$ cat src/rtl/ftdi_pkg.sv
// Shared types and default sizing for the FTDI TX arbiter slice.
package ftdi_pkg;

   localparam int unsigned FTDI_DW        = 8;
   localparam int unsigned FTDI_UW        = 11;
   localparam int unsigned FTDI_BURST_MAX = 64;

   typedef enum logic {
      IDLE  = 1'b0,
      BURST = 1'b1
   } state_t;

endpackage

$ cat src/rtl/ftdi_tx_skid.sv
// Two-entry output buffer; the head register drives the FTDI data bus directly.
module ftdi_tx_skid
   import ftdi_pkg::*;
#(
   parameter int unsigned DW = FTDI_DW
) (
   input  logic          i_clk,
   input  logic          i_rst,
   input  logic          i_push,
   input  logic          i_pop,
   input  logic [DW-1:0] i_din,
   output logic [1:0]    o_occ,
   output logic [DW-1:0] o_head
);

   logic [DW-1:0] r_head;
   logic [DW-1:0] r_tail;
   logic [1:0]    r_occ;

   // Entries shift tail->head on pop so the head is always a plain register.
   always_ff @(posedge i_clk) begin
      if (i_rst) begin
         r_head <= '0;
         r_tail <= '0;
         r_occ  <= '0;
      end else begin
         case ({i_push, i_pop})
            2'b10: begin
               if (r_occ == 2'd0) r_head <= i_din;
               else               r_tail <= i_din;
               r_occ <= r_occ + 2'd1;
            end
            2'b01: begin
               r_head <= r_tail;
               r_occ  <= r_occ - 2'd1;
            end
            2'b11: begin
               if (r_occ == 2'd1) begin
                  r_head <= i_din;
               end else begin
                  r_head <= r_tail;
                  r_tail <= i_din;
               end
            end
            default: ;
         endcase
      end
   end

   assign o_occ  = r_occ;
   assign o_head = r_head;

   a_no_overflow: assert property (@(posedge i_clk) disable iff (i_rst)
      !(i_push && !i_pop && (r_occ == 2'd2)));
   a_no_underflow: assert property (@(posedge i_clk) disable iff (i_rst)
      !(i_pop && (r_occ == 2'd0)));

endmodule

$ cat src/rtl/ftdi_tx_arbiter.sv
// Round-robin, burst-limited scheduler sharing the FTDI TX path between two source FIFOs.
module ftdi_tx_arbiter
   import ftdi_pkg::*;
#(
   parameter int unsigned DW        = FTDI_DW,
   parameter int unsigned UW        = FTDI_UW,
   parameter int unsigned BURST_MAX = FTDI_BURST_MAX
) (
   input  logic          clk,
   input  logic          rst,
   input  logic [UW-1:0] s0_usedw,
   input  logic          s0_wrreq,
   output logic          s0_rdreq,
   input  logic [DW-1:0] s0_q,
   input  logic [UW-1:0] s1_usedw,
   input  logic          s1_wrreq,
   output logic          s1_rdreq,
   input  logic [DW-1:0] s1_q,
   input  logic          ftdi_rx_rdy,
   output logic          ftdi_wr,
   output logic [DW-1:0] ftdi_data,
   output logic          grant_id,
   output logic          busy
);

   localparam logic [UW-1:0] BURST_LIM = UW'(BURST_MAX);

   state_t        r_state;
   logic [UW-1:0] r_cnt;
   logic          r_pend;
   logic          r_last;
   logic          r_grant;
   logic          r_elig0;
   logic          r_elig1;

   logic [1:0]    w_occ;
   logic [2:0]    w_room;
   logic          w_wr;
   logic          w_rdreq;
   logic          w_next_grant;
   logic [UW-1:0] w_usedw_g;
   logic [UW-1:0] w_burst;

   always_comb begin
      w_wr         = (w_occ != 2'd0) && ftdi_rx_rdy;
      // Occupancy after this cycle's pop plus the word already in flight.
      w_room       = {1'b0, w_occ} + {2'b00, r_pend} - {2'b00, w_wr};
      w_rdreq      = (r_state == BURST) && (r_cnt != '0) && ftdi_rx_rdy && (w_room <= 3'd1);
      w_next_grant = (r_elig0 && r_elig1) ? ~r_last : r_elig1;
      w_usedw_g    = w_next_grant ? s1_usedw : s0_usedw;
      w_burst      = (w_usedw_g > BURST_LIM) ? BURST_LIM : w_usedw_g;
   end

   always_ff @(posedge clk) begin
      if (rst) begin
         r_state <= IDLE;
         r_cnt   <= '0;
         r_pend  <= 1'b0;
         r_last  <= 1'b1;
         r_grant <= 1'b0;
         r_elig0 <= 1'b0;
         r_elig1 <= 1'b0;
      end else begin
         // usedw lags wrreq by a cycle, so eligibility is sampled one cycle late.
         r_elig0 <= (s0_usedw != '0) && !s0_wrreq;
         r_elig1 <= (s1_usedw != '0) && !s1_wrreq;
         r_pend  <= w_rdreq;
         case (r_state)
            IDLE: begin
               if (r_elig0 || r_elig1) begin
                  r_grant <= w_next_grant;
                  r_cnt   <= w_burst;
                  r_state <= BURST;
               end
            end
            BURST: begin
               if (w_rdreq) r_cnt <= r_cnt - 1'b1;
               if ((r_cnt == '0) && !r_pend) begin
                  r_last  <= r_grant;
                  r_state <= IDLE;
               end
            end
            default: r_state <= IDLE;
         endcase
      end
   end

   ftdi_tx_skid #(.DW(DW)) u_skid (
      .i_clk  (clk),
      .i_rst  (rst),
      .i_push (r_pend),
      .i_pop  (w_wr),
      .i_din  (r_grant ? s1_q : s0_q),
      .o_occ  (w_occ),
      .o_head (ftdi_data)
   );

   assign s0_rdreq = w_rdreq && !r_grant;
   assign s1_rdreq = w_rdreq && r_grant;
   assign ftdi_wr  = w_wr;
   assign grant_id = r_grant;
   assign busy     = (r_state != IDLE) || (w_occ != 2'd0);

endmodule

$ cat config.mk
export PLATFORM = sky130hd
export DESIGN_NAME = ftdi_tx_arbiter
export DESIGN_NICKNAME = d
export VERILOG_FILES = /design/src/rtl/ftdi_pkg.sv /design/src/rtl/ftdi_tx_skid.sv /design/src/rtl/ftdi_tx_arbiter.sv
export SDC_FILE = /design/constraint.sdc
export NUM_CORES = 1
export LEC_CHECK = 0
export CAP_MARGIN = 30
export CORE_ASPECT_RATIO = 0.9
export CORE_MARGIN = 5
export CORE_UTILIZATION = 48
export CTS_CLUSTER_DIAMETER = 30
export DETAILED_ROUTE_END_ITERATION = 16
export GPL_ROUTABILITY_DRIVEN = 0
export MAX_ROUTING_LAYER = met4
export PLACE_DENSITY = 0.86
export SYNTH_ARGS = -nofsm -noshare
export SYNTH_HDL_FRONTEND = slang
export SYNTH_HIERARCHICAL = 1
export SYNTH_SLANG_ARGS = --single-unit
$ cat constraint.sdc
create_clock -name clk -period 5.4 [get_ports clk]
set_input_delay 0.54 -clock clk [delete_from_list [all_inputs] [get_ports clk]]
set_output_delay 0.54 -clock clk [all_outputs]
set_load 0.01 [all_outputs]
==> metrics, run 1 <==
Max Freq 0.2451 GHz; warnings from Yosys 6; Hold-fix buffers, CTS 0; cell area after layout 2872 um^2; layout cells sized above 1 0.1000; Die Y 74.19 um; number of global-route vias before repair 2100; placed instance area 2754 um^2; internal power 0.0007071 W; synth unique cells 52; Clock Root Buffer clkbuf_8; Worst EP arrival 3.54 ns; DRT antenna net count 0; Yosys top cell by area dfxtp_1; cell row count 23; worst hold path class reg2reg; CTS resizes 0; Critical Path RT 4.86 ns; switch share 0.3695; max_cap viols 0; drt via density 6.180; Port Buffers 55; initial drt markers 188; TritonCTS clock tree built; setup bufs post-CTS 0; number of synthesized flops with an enable pin 0; clk_skew 0.002456 ns; ranking of synthesized cells by area dfxtp_1 (32%), a21oi_1 (5.5%), a311oi_2 (5.5%), o21ai_0 (5.2%), ha_1 (4.6%); core footprint 4432 um^2; FF-to-FF path depth 11; Die X 81.32 um; largest net degree at the start of global routing 37; Worst-Margin Slew 0.6699 ns; crit-path cells clkdlybuf4s50_1 > o21a_1 > ha_1 > inv_1 > ha_1 > inv_1 > fa_1 > xnor2_1 > nand4_1 > nor2_1 > and2_1 > clkdlybuf4s50_1; Synth Net Count 316; NetSw 0.0004144 W; CP peak stage delay 0.54 ns; Post-Syn Area 2197 um^2; hold path depth 2; CP max FO 5; number of antenna diodes 0; drt pass-1 iters 7; critical path startpoint category primary input; fin crit share 0.7556; drt wl/cell 16.63 um; gr usage total 0.2172; Yosys top cell area share 0.3189; final setup fails 0; dpl hpwl 4.604 mm; IO Pins 56; synthesized instance count 264; Avg Inst Size Synth 8.322 um^2; dominant synthesized flop cell dfxtp_1; unrepaired setup endpoints after global routing no; final-report hold violation count 0; total gr overflow 0; initial antenna violation count 0; status completed; fin crit period 4.080 ns; Area growth, synth to finish 30.69%; fillers 370; Comb pwr share 0.460; first-pass GRT wire length 10.04 mm; clock latency on the worst-skew pair 0.28 ns; Reg power frac 0.322; Remaining DRCs 0; Slowest-stage cell, CP clkdlybuf4s50_1; H-tree depth 2; total wire length 6.185 mm; max-slew violations 0; CTS Sinks 35; total vias in the final route 2299; sequential fraction of the synthesis area 0.3189; total CTS buffers 5; setup TNS 0 ns; leak pwr 0.9628 nW; Hold Slack 0.4695 ns; Crit. End Element primary output; Slew headroom 0.5494; Async SR Flop Fraction 0; fin nets 361; pre-CTS setup slack 1.350 ns; final worst slack 1.320 ns; Clock Pin Slew Worst Setup and Hold Paths 0.07 ns; Die ar. 6032 um^2; Clk pwr share 0.218; P per Cell Area 390.5 nW/um^2; CTS max path bufs 2; Peak VDD IR 0.2671 mV; Crit Path Class in2out; Yosys reg bits 35; initial core utilization 0.4958
## registers in the layout, indices dropped and copies added, names as in the netlist
| register | cells |
|---|---|
| u_skid/o_head | 8 |
| u_skid/r_tail | 8 |
| r_last | 1 |
| u_skid/o_occ | 2 |
| r_elig1 | 1 |
| grant_id | 1 |
| r_state | 1 |
| r_elig0 | 1 |
| r_pend | 1 |
| r_cnt | 11 |
## path summary, 6_finish.rpt
kind,from,to,slack (ns)
hold reg to reg,u_skid/r_tail[6],u_skid/r_tail[6],0.47
hold / removal,u_skid/r_tail[6],u_skid/r_tail[6],0.47
setup / recovery,ftdi_rx_rdy,s1_rdreq,1.32
setup reg to reg,u_skid/o_occ[0],r_cnt[2],2.51
## cell families after synthesis
| logic type | synth area share |
|---|---|
| AND/OR/NAND/NOR | 0.1988 |
| buffers and inverters | 0.05467 |
| XOR/XNOR | 0.01196 |
| multiplexers | 0.05012 |
| adder cells (fa/ha/maj) | 0.05467 |
| AO/OA/AOI/OAI | 0.3109 |
| flip-flops | 0.3189 |
## critical path: cells and delay by family
kind | cells | cell delay, ns
buf+inv | 4 | 1.16
xor+xnor | 1 | 0.18
simple gates | 3 | 0.64
compound gates | 1 | 0.24
fa+ha+maj | 3 | 0.77
## cell usage after synthesis, drive strengths merged, types with 4 or more instances
cell type and instances:
dfxtp 35, a21oi 24, o21ai 24, nor2 21, nand2 16, a311oi 12
clkbuf 11, nor3 11, inv 10, o211ai 9, ha 8, mux2 8
o31ai 8, buf 7, nor4 6, and2 4, nand3 4, nor2b 4
## cell type report
cell class,count,area [um^2],share of cell area
multi-input cells,200,1376,0.4793
flip-flops and latches,35,700.7,0.2440
repair buffers,56,558.0,0.1943
clock buffers,6,82.58,0.02876
well taps,62,77.57,0.02702
inverters,11,41.29,0.01438
clock inverters,2,35.03,0.01220
## through the flow
| stage | utilization | total power [W] | instances |
|---|---|---|---|
| final | 0.6479 | 0.001121 | 372 |
| after global routing | 0.6479 | 0.001191 | 372 |
| after CTS | 0.6479 | 0.001121 | 372 |
| after detailed placement | 0.6214 | 0.0008736 | 364 |
| after global placement | 0.6214 | 0.0008605 | 364 |
| after floorplan | - | 0.0007064 | 264 |
## power groups by stage
stage	logic, W	clock network, W	registers (W)
2_1_floorplan	0.000347	0	0.000359
3_3_place_gp	0.000497	0	0.000363
3_5_place_dp	0.000508	0	0.000366
4_1_cts	0.000510	0.000250	0.000361
5_1_grt	0.000563	0.000260	0.000369
6_report	0.000516	0.000244	0.000361
## per-layer routing
layer / up-vias / GRT usage / share of wire
met3: 2 / 0.04479 / 0.082
li1: 1084 / - / -
met2: 109 / 0.3382 / 0.50
met5: - / - / 0
met1: 1104 / 0.2829 / 0.41
met4: 0 / 0.06754 / 0.0058
## placed cells by master, fill, tap and decap left out, types with 6 or more instances in the layout
master | synthesis | layout
inv_1 | 10 | 10
a21oi_1 | 24 | 24
dfxtp_1 | 35 | 35
mux2_2 | 8 | 8
a311oi_2 | 8 | 8
o211ai_1 | 9 | 9
nor2_1 | 21 | 21
nand2_1 | 16 | 16
ha_1 | 8 | 8
clkbuf_8 | 0 | 6
o31ai_1 | 8 | 8
o21ai_0 | 23 | 23
clkdlybuf4s50_1 | 0 | 55
nor3_1 | 11 | 11
(Power assumes the default switching activity.)
==> run 2: changes to the inputs <==
==> constraint.sdc (replaced) <==
create_clock -name clk -period 4 [get_ports clk]
set_input_delay 0.4 -clock clk [delete_from_list [all_inputs] [get_ports clk]]
set_output_delay 0.4 -clock clk [all_outputs]
set_load 0.01 [all_outputs]
==> metrics, run 2 (synthesis results as in run 1) <==
status completed; fin crit share 0.9353; final worst slack 0.2586 ns (-1.061 ns); P per Cell Area 508.0 nW/um^2 (+30%); max FFs per register 11 (unchanged); max_cap viols 0 (unchanged); worst hold path class reg2reg; number of global-route vias before repair 2181 (+3.9%); drt wl/cell 16.59 um (-0.24%); Die Y 74.19 um (unchanged); max-slew violations 0 (unchanged); DRT antenna net count 0 (unchanged); initial antenna violation count 0 (unchanged); dpl hpwl 4.651 mm (+1.0%); commonest non-fill, non-tap cells in the layout clkdlybuf4s50_1 (55), dfxtp_1 (35), a21oi_1 (24); Remaining DRCs 0 (unchanged); startpoint of the worst hold path u_skid/r_tail[1]; CP peak stage delay 0.54 ns (about the same); Slowest-stage cell, CP clkdlybuf4s50_1; largest net degree at the start of global routing 24 (-35%); Worst-Margin Slew 0.6509 ns (-0.01903 ns); fin crit period 3.741 ns; initial core utilization 0.4958 (unchanged); layout cells sized above 1 0.1000 (unchanged); hold worst-path end u_skid/r_tail[1]; Area growth, synth to finish 29.67%; reg2reg end r_cnt[0]; Peak VDD IR 0.3143 mV (+18%); core footprint 4432 um^2 (unchanged); total CTS buffers 5 (unchanged); Clock Root Buffer clkbuf_8; total wire length 6.170 mm (-0.24%); setup bufs post-CTS 0 (unchanged); total vias in the final route 2284 (-0.65%); R2R setup slack 1.05 ns (-1.46 ns); drt via density 6.140 (-0.65%); fin nets 362 (+0.28%); cell row count 23 (unchanged); CTS resizes 0 (unchanged); critical path startpoint category primary input; Critical Path RT 3.60 ns (-1.26 ns); Worst EP arrival 3.34 ns (-0.20 ns); Crit. End Element primary output; Hold-fix buffers, CTS 0 (unchanged); Hold Slack 0.4715 ns (+0.001942 ns); CTS Sinks 35 (unchanged); Max Freq 0.2673 GHz; first-pass GRT wire length 10.15 mm (+1.1%); number of antenna diodes 0 (unchanged); CP max FO 5 (unchanged); Slew headroom 0.5622 (+0.01280); final-report hold violation count 0 (unchanged); H-tree depth 2 (unchanged); crit-path cells clkdlybuf4s50_1 > o21a_1 > ha_1 > inv_1 > ha_1 > inv_1 > fa_1 > xnor2_1 > nand4_1 > nor2_1 > and2_1 > clkdlybuf4s50_1; gr usage total 0.2218 (+0.004576); Port Buffers 55 (unchanged); fillers 402 (+8.6%); initial drt markers 162 (-14%); hold path depth 2 (unchanged); Biggest register r_cnt; final setup fails 0 (unchanged); total gr overflow 0 (unchanged); unrepaired setup endpoints after global routing no; pre-CTS setup slack 0.2608 ns (-1.089 ns); clock latency on the worst-skew pair 0.29 ns (about the same); TritonCTS clock tree built; Die ar. 6032 um^2 (unchanged); setup TNS 0 ns (unchanged); FF-to-FF path depth 11 (unchanged); drt pass-1 iters 5 (-2); Die X 81.32 um (unchanged); leak pwr 0.9537 nW (-0.94%); CTS max path bufs 2 (unchanged); IO Pins 56 (unchanged); Clock Pin Slew Worst Setup and Hold Paths 0.07 ns (about the same); clk_skew 0.006916 ns (+0.004459 ns); Reg-to-Reg Start u_skid/o_occ[1]; most common cell after layout, fill and taps aside clkdlybuf4s50_1; Crit Path Class in2out
-- run 2: report_power, final --
group / leakage (nW) / internal [W] / total [W] / switching (W)
Clock: 0.0470 / 0.000135 / 0.000261 / 0.000126
Sequential: 0.285 / 0.000417 / 0.000478 / 0.0000605
Combinational: 0.622 / 0.000339 / 0.000709 / 0.000370
Total: 0.954 / 0.000891 / 0.00145 / 0.000556
-- run 2: per-layer routing --
layer  wire [um]  vias up  track usage
met3         469       16      0.06174
li1            -     1085            -
met4         101        0      0.08443
met1        2644     1075       0.2751
met2        2955      108       0.3427
met5           0        -            -
-- run 2: critical path, delay by kind of cell --
kind                       cells  cell delay, ns
buffers and inverters          4            1.16
adders and majority gates      3            0.75
and+or+nand+nor                3            0.63
AOI/OAI and AO/OA              1            0.22
xor gates and xnor gates       1            0.18
-- run 2: area by class of cell --
class,count,area (um^2),share of cell area
timing repair buffer,57,565.5,0.1985
sequential,35,700.7,0.2459
tap,62,77.57,0.02723
inverter,11,41.29,0.01449
clock buffer,6,82.58,0.02899
multi-input combinational,200,1376,0.4831
clock inverter,1,5.005,0.001757
-- run 2: stage by stage --
stage          total power, W  cells  cell area (um^2)    util
4_1_cts              0.001449    372              2849  0.6429
6_report             0.001447    372              2849  0.6429
3_5_place_dp         0.001184    365              2761  0.6231
2_1_floorplan       0.0009537    264              2197       -
5_1_grt              0.001545    372              2849  0.6429
3_3_place_gp         0.001165    365              2761  0.6231
-- run 2: worst max-delay path by stage --
stage | from | endpoint | slack [ns]
after floorplan | u_skid/o_occ[1] | s1_rdreq | 1.39
after global placement | ftdi_rx_rdy | s1_rdreq | 0.39
after detailed placement | ftdi_rx_rdy | s1_rdreq | 0.26
after CTS | ftdi_rx_rdy | s1_rdreq | 0.25
after global routing | ftdi_rx_rdy | s1_rdreq | 0.03
final | ftdi_rx_rdy | s1_rdreq | 0.26
==> run 3: changes to the inputs <==
--- a/config.mk
+++ b/config.mk
@@ -14,6 +14,8 @@
 export GPL_ROUTABILITY_DRIVEN = 0
 export MAX_ROUTING_LAYER = met4
 export PLACE_DENSITY = 0.86
+export REMOVE_ABC_BUFFERS = 1
+export SLEW_MARGIN = 30
 export SYNTH_ARGS = -nofsm -noshare
 export SYNTH_HDL_FRONTEND = slang
 export SYNTH_HIERARCHICAL = 1
==> metrics, run 3 (synthesis results as in run 1) <==
DRT antenna net count 0 (unchanged); setup TNS 0 ns (unchanged); gr usage total 0.2223 (+0.0005249); Hold Slack 0.4704 ns (-0.001101 ns); final-report hold violation count 0 (unchanged); pre-CTS setup slack 0.2520 ns (-0.008813 ns); Remaining DRCs 0 (unchanged); Worst-Margin Slew 0.6901 ns (+0.03929 ns); Area growth, synth to finish 29.10%; final setup fails 0 (unchanged); commonest non-fill, non-tap cells in the layout clkdlybuf4s50_1 (55), dfxtp_1 (35), a21oi_1 (24); drt via density 6.124 (-0.26%); clock latency on the worst-skew pair 0.29 ns (about the same); max-slew violations 0 (unchanged); Critical Path RT 3.60 ns (about the same); most common cell after layout, fill and taps aside clkdlybuf4s50_1; layout cells sized above 1 0.09709 (-0.002913); Clk pwr share 0.165 (-0.015); placed instance area 2754 um^2 (-0.27%); critical path startpoint category primary input; cell row count 23 (unchanged); Crit. End Element primary output; unrepaired setup endpoints after global routing no; crit-path cells clkdlybuf4s50_1 > o21a_1 > ha_1 > inv_1 > ha_1 > inv_1 > fa_1 > xnor2_1 > nand4_1 > nor2_2 > and2_1 > clkdlybuf4s50_1; IO Pins 56 (unchanged); CP peak stage delay 0.54 ns (about the same); largest net degree at the start of global routing 37 (+54%); fin crit share 0.9139 (-0.02142); H-tree depth 2 (unchanged); Die X 81.32 um (unchanged); metal3 WL 457 um (-2.6%); max_cap viols 0 (unchanged); CTS max path bufs 2 (unchanged); NetSw 0.0005558 W (-0.11%); Reg-to-Reg Start u_skid/o_occ[1]; initial drt markers 298 (+84%); fin crit period 3.656 ns (-0.08568 ns); met2 WL 2.935 mm (-0.68%); status completed; CP Launch Point ftdi_rx_rdy; Max Freq 0.2735 GHz (+2.3%); worst hold path class reg2reg; Port Buffers 55 (unchanged); Worst EP arrival 3.26 ns (-0.08 ns); total gr overflow 0 (unchanged); fillers 412 (+2.5%); DR top layer met4; initial antenna violation count 0 (unchanged); Clock Root Buffer clkbuf_8; total wire length 6.126 mm (-0.71%); first-pass GRT wire length 10.16 mm (about the same); number of antenna diodes 0 (unchanged); Slowest-stage cell, CP clkdlybuf4s50_1; internal power 0.0008723 W (-2.1%); Clock Pin Slew Worst Setup and Hold Paths 0.07 ns (about the same); TritonCTS clock tree built; total CTS buffers 5 (unchanged); leak pwr 0.9427 nW (-1.2%); switch share 0.3892 (+0.004714); final worst slack 0.3443 ns (+0.08568 ns); Comb pwr share 0.493 (+0.003); Crit Path Class in2out; max FFs per register 11 (unchanged); Reg power frac 0.342 (+0.012); startpoint of the worst hold path u_skid/r_tail[4]; Die ar. 6032 um^2 (unchanged); initial core utilization 0.4958 (unchanged); cell area after layout 2836 um^2 (-0.44%); number of global-route vias before repair 2160 (-0.96%); fin nets 362 (unchanged); Die Y 74.19 um (unchanged); CTS Sinks 35 (unchanged); Biggest register r_cnt; Slew headroom 0.5358 (-0.02643); total vias in the final route 2272 (-0.53%); drt pass-1 iters 5 (unchanged); Peak VDD IR 0.3405 mV (+8.3%); CP max FO 5 (unchanged); P per Cell Area 503.5 nW/um^2 (-0.88%); core footprint 4432 um^2 (unchanged); WL met1 2.643 mm (about the same); dpl hpwl 4.605 mm (-0.98%); drt wl/cell 16.51 um (-0.45%); clk_skew 0.004522 ns (-0.002394 ns)
==> run 3: area by class of cell <==
cell class | instances | area [um^2] | share of cell area
Clock buffer | 6 | 72.57 | 0.02558
Inverter | 11 | 41.29 | 0.01456
Multi-Input combinational cell | 200 | 1379 | 0.4861
Sequential cell | 35 | 700.7 | 0.2470
Tap cell | 62 | 77.57 | 0.02735
Timing Repair Buffer | 57 | 565.5 | 0.1994
==> run 3: stage by stage <==
step,util,power (W),instances
after CTS,0.6378,0.001414,370
after floorplan,-,0.0009261,246
final,0.6400,0.001428,371
after global placement,0.6214,0.001157,364
after detailed placement,0.6214,0.001179,364
after global routing,0.6400,0.001526,371
==> run 3: power groups by stage <==
stage	Combinational, W	Sequential, W	Clock, W
after global routing	0.000772	0.000500	0.000254
after floorplan	0.000431	0.000495	0
after global placement	0.000666	0.000491	0
after detailed placement	0.000685	0.000494	0
final	0.000704	0.000488	0.000235
after CTS	0.000688	0.000487	0.000239
==> run 3: routing by layer <==
layer  global-route usage  up-vias
li1                     -     1078
met1               0.2870     1072
met2               0.3454      111
met3              0.04237       11
met4              0.08255        0
met5                    -        -
==> run 3: critical path, delay by kind of cell <==
kind	cells	cell delay (ns)
buffers and inverters	4	1.13
adders and majority gates	3	0.77
and+or+nand+nor	3	0.54
AOI/OAI and AO/OA	1	0.23
xor gates and xnor gates	1	0.17
==> run 3: final timing paths <==
check,to,slack [ns],depth (start not counted)
worst max-delay path,s1_rdreq,0.34,12
worst min register to register,u_skid/r_tail[4],0.47,2
worst min-delay path,u_skid/r_tail[4],0.47,2
worst max register to register,r_cnt[2],0.95,12
==> run 3: what timing repair did <==
item	in CTS	in global routing
endpoints found under the setup margin	0	1
hold buffers	0	0
buffers inserted	0	1
resized for setup	0	1
